### config.mk
export PLATFORM = sky130hd
export DESIGN_NAME = interval_timer
export DESIGN_NICKNAME = d
export VERILOG_FILES = /design/src/rtl/interval_timer_pkg.sv /design/src/rtl/interval_timer.sv
export SDC_FILE = /design/constraint.sdc
export NUM_CORES = 1
export LEC_CHECK = 0
export CAP_MARGIN = 15
export CELL_PAD_IN_SITES_DETAIL_PLACEMENT = 1
export CELL_PAD_IN_SITES_GLOBAL_PLACEMENT = 1
export CORE_MARGIN = 1
export CORE_UTILIZATION = 32
export DETAILED_ROUTE_END_ITERATION = 16
export MAX_ROUTING_LAYER = met4
export PLACE_DENSITY_LB_ADDON = 0.1
export RECOVER_POWER = 50
export SETUP_SLACK_MARGIN = 0.15
export SLEW_MARGIN = 20
export SYNTH_ARGS = -nofsm -noshare
export SYNTH_HDL_FRONTEND = slang
export SYNTH_SLANG_ARGS = --single-unit
### constraint.sdc
create_clock -name clk -period 1.6 [get_ports clk]
set_input_delay 0.32 -clock clk [delete_from_list [all_inputs] [get_ports clk]]
set_output_delay 0.32 -clock clk [all_outputs]
set_load 0.1 [all_outputs]
### src/rtl/interval_timer_pkg.sv
// Shared definitions for the interval timer.
//   state_e        : controller states (IDLE, RUN, DONE)
//   MODE_PERIODIC  : mode value for auto-reloading operation
//   MODE_ONESHOT   : mode value for a single terminal count then DONE
package interval_timer_pkg;

  typedef enum logic [1:0] {
    IDLE = 2'd0,
    RUN  = 2'd1,
    DONE = 2'd2
  } state_e;

  localparam logic MODE_PERIODIC = 1'b0;
  localparam logic MODE_ONESHOT  = 1'b1;

endpackage

### src/rtl/interval_timer.sv
// Programmable interval timer with periodic and one-shot modes.
// The counter runs 0..term_q on enabled cycles, so one period is
// term_q+1 enabled cycles.  Longer intervals are built by cascading
// instances, with tick of one instance driving en of the next.
//
// Ports:
//   clk    in   sole clock, rising edge
//   rst    in   synchronous active-high reset
//   en     in   count qualifier (prescaler tick or constant 1)
//   start  in   load term/mode, clear count, enter RUN (also restarts)
//   stop   in   abort to IDLE; wins over start
//   mode   in   0 = periodic, 1 = one-shot; sampled on start
//   term   in   terminal value; sampled on start
//   tick   out  registered one-cycle pulse at each terminal count
//   count  out  current counter value
//   busy   out  registered, high while in RUN
//   done   out  registered, sticky high in DONE after a one-shot
module interval_timer
  import interval_timer_pkg::*;
#(
  parameter int WIDTH      = 16,
  parameter int RESET_TERM = 10
) (
  input  logic             clk,
  input  logic             rst,
  input  logic             en,
  input  logic             start,
  input  logic             stop,
  input  logic             mode,
  input  logic [WIDTH-1:0] term,
  output logic             tick,
  output logic [WIDTH-1:0] count,
  output logic             busy,
  output logic             done
);

  state_e           state_q, state_d;
  logic [WIDTH-1:0] count_q, count_d;
  logic [WIDTH-1:0] term_q,  term_d;
  logic             mode_q,  mode_d;
  logic             tick_q,  tick_d;
  logic             busy_q,  busy_d;
  logic             done_q,  done_d;

  always_comb begin
    state_d = state_q;
    count_d = count_q;
    term_d  = term_q;
    mode_d  = mode_q;
    tick_d  = 1'b0;

    if (stop) begin
      state_d = IDLE;
      count_d = '0;
    end else if (start) begin
      // Accepted in every state; in RUN this is a restart, and en is
      // ignored on this edge so no tick can fire even at terminal count.
      state_d = RUN;
      count_d = '0;
      term_d  = term;
      mode_d  = mode;
    end else begin
      unique case (state_q)
        RUN: begin
          if (en) begin
            if (count_q == term_q) begin
              count_d = '0;
              tick_d  = 1'b1;
              if (mode_q == MODE_ONESHOT) begin
                state_d = DONE;
              end
            end else begin
              count_d = count_q + 1'b1;
            end
          end
        end
        DONE: begin
          count_d = '0;
        end
        default: begin
          // IDLE: wait for start
        end
      endcase
    end

    // Status flags are registered copies of the next state.
    busy_d = (state_d == RUN);
    done_d = (state_d == DONE);
  end

  always_ff @(posedge clk) begin
    if (rst) begin
      state_q <= IDLE;
      count_q <= '0;
      term_q  <= WIDTH'(RESET_TERM);
      mode_q  <= MODE_PERIODIC;
      tick_q  <= 1'b0;
      busy_q  <= 1'b0;
      done_q  <= 1'b0;
    end else begin
      state_q <= state_d;
      count_q <= count_d;
      term_q  <= term_d;
      mode_q  <= mode_d;
      tick_q  <= tick_d;
      busy_q  <= busy_d;
      done_q  <= done_d;
    end
  end

  assign tick  = tick_q;
  assign count = count_q;
  assign busy  = busy_q;
  assign done  = done_q;

endmodule

======== Word-level counts from Yosys, hierarchy flattened ========
Cells that the tools add are included.
W data, S select, Z words.
storage, ports and cells
  output and inout bits ................... 19
  bits of input ports ..................... 22
  bits in registers ....................... 38
cells by class
  add/subtract/negate cells ............... 1
  mux-type cells .......................... 10
  equal/unequal tests ..................... 6
  bitwise operators ....................... 3
  reduce and logical (&&, ||, !) cells .... 5
operators by type and width
  cell                     number
  $mux W16                 2
  $pmux W16 S2             1
  $add A16 B1 Y16 const B  1
  $eq A16 B16 Y1           1
  $mux W2                  6
  $reduce_or A5 Y1         1
  $eq A2 B1 Y1 const B     2
  $eq A2 B2 Y1 const B     2
  $reduce_and A2 Y1        2
  $not A1 Y1               3
  $reduce_or A3 Y1         1
  $ne A2 B2 Y1 const B     1
  $reduce_bool A2 Y1       1
  $mux W1                  1

======== Longest topological paths before layout ========
  word-level depth ........................ 7
  mapped depth ............................ 8
  gate-level depth less buffers ........... 6

======== Worst setup path after synthesis ========
No wires, ideal clock.
  path type ............................... flip-flop to flip-flop
  start ................................... reg count_q[5], in the netlist count[5]
  end ..................................... reg count_q[10], in the netlist count[10]
  library setup time ...................... 0.177 ns
  setup slack ............................. -0.755 ns
  path buffers ............................ 3
  cell stages (with the launch flop) ...... 9
  arrival ................................. 2.177 ns
  period minus slack after synthesis ...... 2.355 ns
  required time ........................... 1.423 ns
  path through ............................ dfxtp_1 clkbuf_1 xor2_1 nor4_1 nand4_1 buf_2 buf_2 nand4_1 o311ai_0
between the ends
  longest elaborated chain between the ends .. 4
  elaborated cells between the ends (all ways) .. 5
ends and longest elaborated chain
  what                                                      RTL line                                    source
  start, declared                                           interval_timer.sv:38                        logic [WIDTH-1:0] count_q, count_d;
  start signal, assigned                                    interval_timer.sv:102                       count_q <= count_d;
  $add A16 B1 Y16 / $eq A16 B16 Y1 (equally long branches)  interval_timer.sv:73, interval_timer.sv:66
  $mux W16 (*)                                              interval_timer.sv:66                        if (count_q == term_q) begin
  $mux W16 (*)                                              interval_timer.sv:65                        if (en) begin
  $pmux W16 S2 (*)                                          interval_timer.sv:63                        unique case (state_q)
Every way passes the cells marked *; elsewhere a longest branch is shown, timed or not. The select of a mux whose other input is x is not followed.
A chain may end at the register's enable or synchronous reset.

======== Worst setup path after layout ========
  start ................................... in stop
  end ..................................... reg count_q[15], in the netlist count[15]
between the ends
  longest elaborated chain between the ends .. 1
ends and longest elaborated chain
  what                        RTL line              source
  start, declared             interval_timer.sv:28  input logic stop,
  $reduce_or A3 Y1 (no line)  --
Every way passes these cells.

==> out/metrics.csv <==
metric;value;unit
outcome;finished with violations;
failing checks;setup timing;
PnR worst setup slack;-0.104;ns
Async SR Flop Fraction;0;
first-pass GRT wire length;9.10;mm
CP Launch Type;input pin;
clock period minus worst slack;1.70;ns
Mapped Nets;242;
WP data arrival;1.93;ns
fillers;615;
H-tree depth;2;
max-slew violations;0;
post-synthesis mux area share;0.0113;
All-Layer GR Usage;0.205;
complex-gate fraction of the synthesized area;0.122;
antenna violations before repair;0;
Via-to-Cell Ratio;5.13;
XOR/XNOR Fraction of Synth Area;0.0992;
worst-margin pin slew;0.546;ns
worst r2r src;count[14];
CP startpoint;stop;
drt first-iter violations;71;
total CTS buffers;5;
met3 GRT Util;0.0359;
Setup CP Type;in2reg;
die area;5820;um^2
Max-slew headroom;0.638;
1st-pass router iterations;4;
insertion delay to the later sink of the worst-skew pair;0.30;ns
syn avg cell area;8.07;um^2
register area share after synthesis;0.431;
GR Layer Usage met1;0.250;
commonest non-fill, non-tap cells in the layout;nand2_1, buf_4, dfxtp_1, clkdlybuf4s50_1;
Routed WL;5.79;mm
# setup viols final;17;
global route overflow;0;
CP max FO;12;
Reg2Reg Setup Slack;-0.09;ns
initial core utilization;0.339;
HP Start;term_q[0];
post-synthesis instance area;1770;um^2
Synth warnings;0;
unrepaired setup endpoints after global routing;yes;
# hold bufs at CTS;0;
fin util;0.537;
Min-Delay Path Depth;2;
number of remaining DRC errors;0;
CTS tree;done;
Die W;76.3;um
DP Wirelength;4.14;mm
worst r2r path cells;7;
Leakage;1.11;nW
cells after synthesis;219;
core area;5200;um^2
GP Congestion;0.823;
Top Usage Layer GRT;met2;
largest net degree at the start of global routing;21;
commonest non-fill, non-tap cell in the layout;nand2_1;
final instance area;2790;um^2
Hold Crit Class;reg2reg;
largest cells by area after synthesis;dfxtp_1, nand2_1, xor2_1, a21oi_1, nand4_1;
grt met2 use;0.334;
Max Buffers Root-to-Sink;2;
Layout area overhead;58.1;%
cell area power density;647;nW/um^2
Die Height;76.3;um
largest area contributor in the netlist;dfxtp_1;
main combinational cell family by area after synthesis;simple AND/OR/NAND/NOR gates;
worst reg2reg endpoint;count[1];
#FFs+latches synth;38;
clock root buffer;clkbuf_8;
vias in the first global route;1998;
Post-Synth Adder-Cell Area;0.00708;
drt wl/cell;15.8;um
row count;26;
fraction of layout cells with a size suffix above 1;0.350;
Final Hold Vio Count;0;
Worst VDD drop;0.426;mV
Fmax achieved;587;MHz
crit end category;flip-flop;
IO Count;41;
Post-Route Skew;0.0123;ns
Hold EP;term_q[0];
Post-DP Area;2750;um^2
CTS clock-pin slew for the worst setup and hold paths;0.08;ns
Final period util;1.06;
Yosys cell types;34;
final net count;319;
Synth Area in Simple Gates;0.292;
total power;1.81;mW
Max Cap Violations;0;
via count;1882;
placed cell count;352;
PortBufs;40;
top_reg_cell synth;dfxtp_1;
WP data required;1.82;ns
TNS Setup;-1.12;ns
clock sink count;38;
n_diodes;0;
number of flops mapped to enable cells by yosys;0;
fin cells;367;
Post-DRT Antenna Nets;0;
area share of the largest cell type after synthesis;0.431;
Yosys cell counts (all sizes together) (4+ instances only):
cell type / instances
nand3b: 4
xor2: 18
nor4: 4
nor2: 13
clkbuf: 7
o311ai: 8
dfxtp: 38
nor3: 8
nand4: 13
nand3: 7
a21oi: 17
nand2: 51
buf: 6
critical path, stage by stage:
cell             delay (ns)
clkdlybuf4s50_1        0.43
or3_4                  0.41
nor2_2                 0.26
buf_4                  0.26
a31oi_1                0.10
mux2i_1                0.14
layer usage:
layer  vias up  share of wire
li1        928              -
met1       902           0.46
met2        41           0.48
met3        11          0.032
met4         0          0.019
met5         -              0
sequential cells by signal (all words and copies together) (netlist names):
signal,flops
done,1
count,16
tick,1
state_q,2
term_q,16
mode_q,1
busy,1
cell families (layout without fill, tap and decap cells):
group,after synthesis,in the layout
simple gates,109,109
fa+ha+maj,1,1
xor+xnor,20,20
compound gates,34,34
buf+inv,15,93
mux,2,2
flops,38,38
final cells by class:
| class | instances | area, um^2 | share of cell area |
|---|---|---|---|
| clock buffers | 6 | 72.6 | 0.0260 |
| clock inverters | 2 | 8.76 | 0.00314 |
| inverters | 2 | 7.51 | 0.00269 |
| multi-input cells | 166 | 1050 | 0.378 |
| flip-flops and latches | 38 | 822 | 0.294 |
| well taps | 70 | 87.6 | 0.0314 |
| repair buffers | 83 | 739 | 0.265 |
report_power, final:
group	switching, mW	leakage, nW	internal [mW]
logic	0.102	0.742	0.108
clock network	0.336	0.0426	0.300
registers	0.0183	0.322	0.942
total	0.456	1.11	1.35
metrics by stage:
stage / setup WS [ns] / hold WS, ns
3_3_place_gp: -0.382 / 0.456
3_5_place_dp: -0.458 / 0.463
2_1_floorplan: -0.184 / 0.437
6_report: -0.104 / 0.468
5_1_grt: -0.210 / 0.495
4_1_cts: -0.0956 / 0.474
worst max path at each step:
stage                      to  slack (ns)  depth (start not counted)
CTS                 count[15]        -0.1                          7
floorplan                done       -0.18                          6
global placement    count[13]       -0.38                          5
finish              count[15]       -0.10                          6
global route         count[1]       -0.21                          7
detailed placement   count[5]       -0.46                          5
timing repair:
item                                    4_1_cts  5_1_grt
endpoints found under the setup margin       21       21
pin swaps                                    12       10
cloned                                        1        0
buffers inserted                              4        2
resized for setup                            14       17
Note: power is estimated with default switching activity, not from simulation.
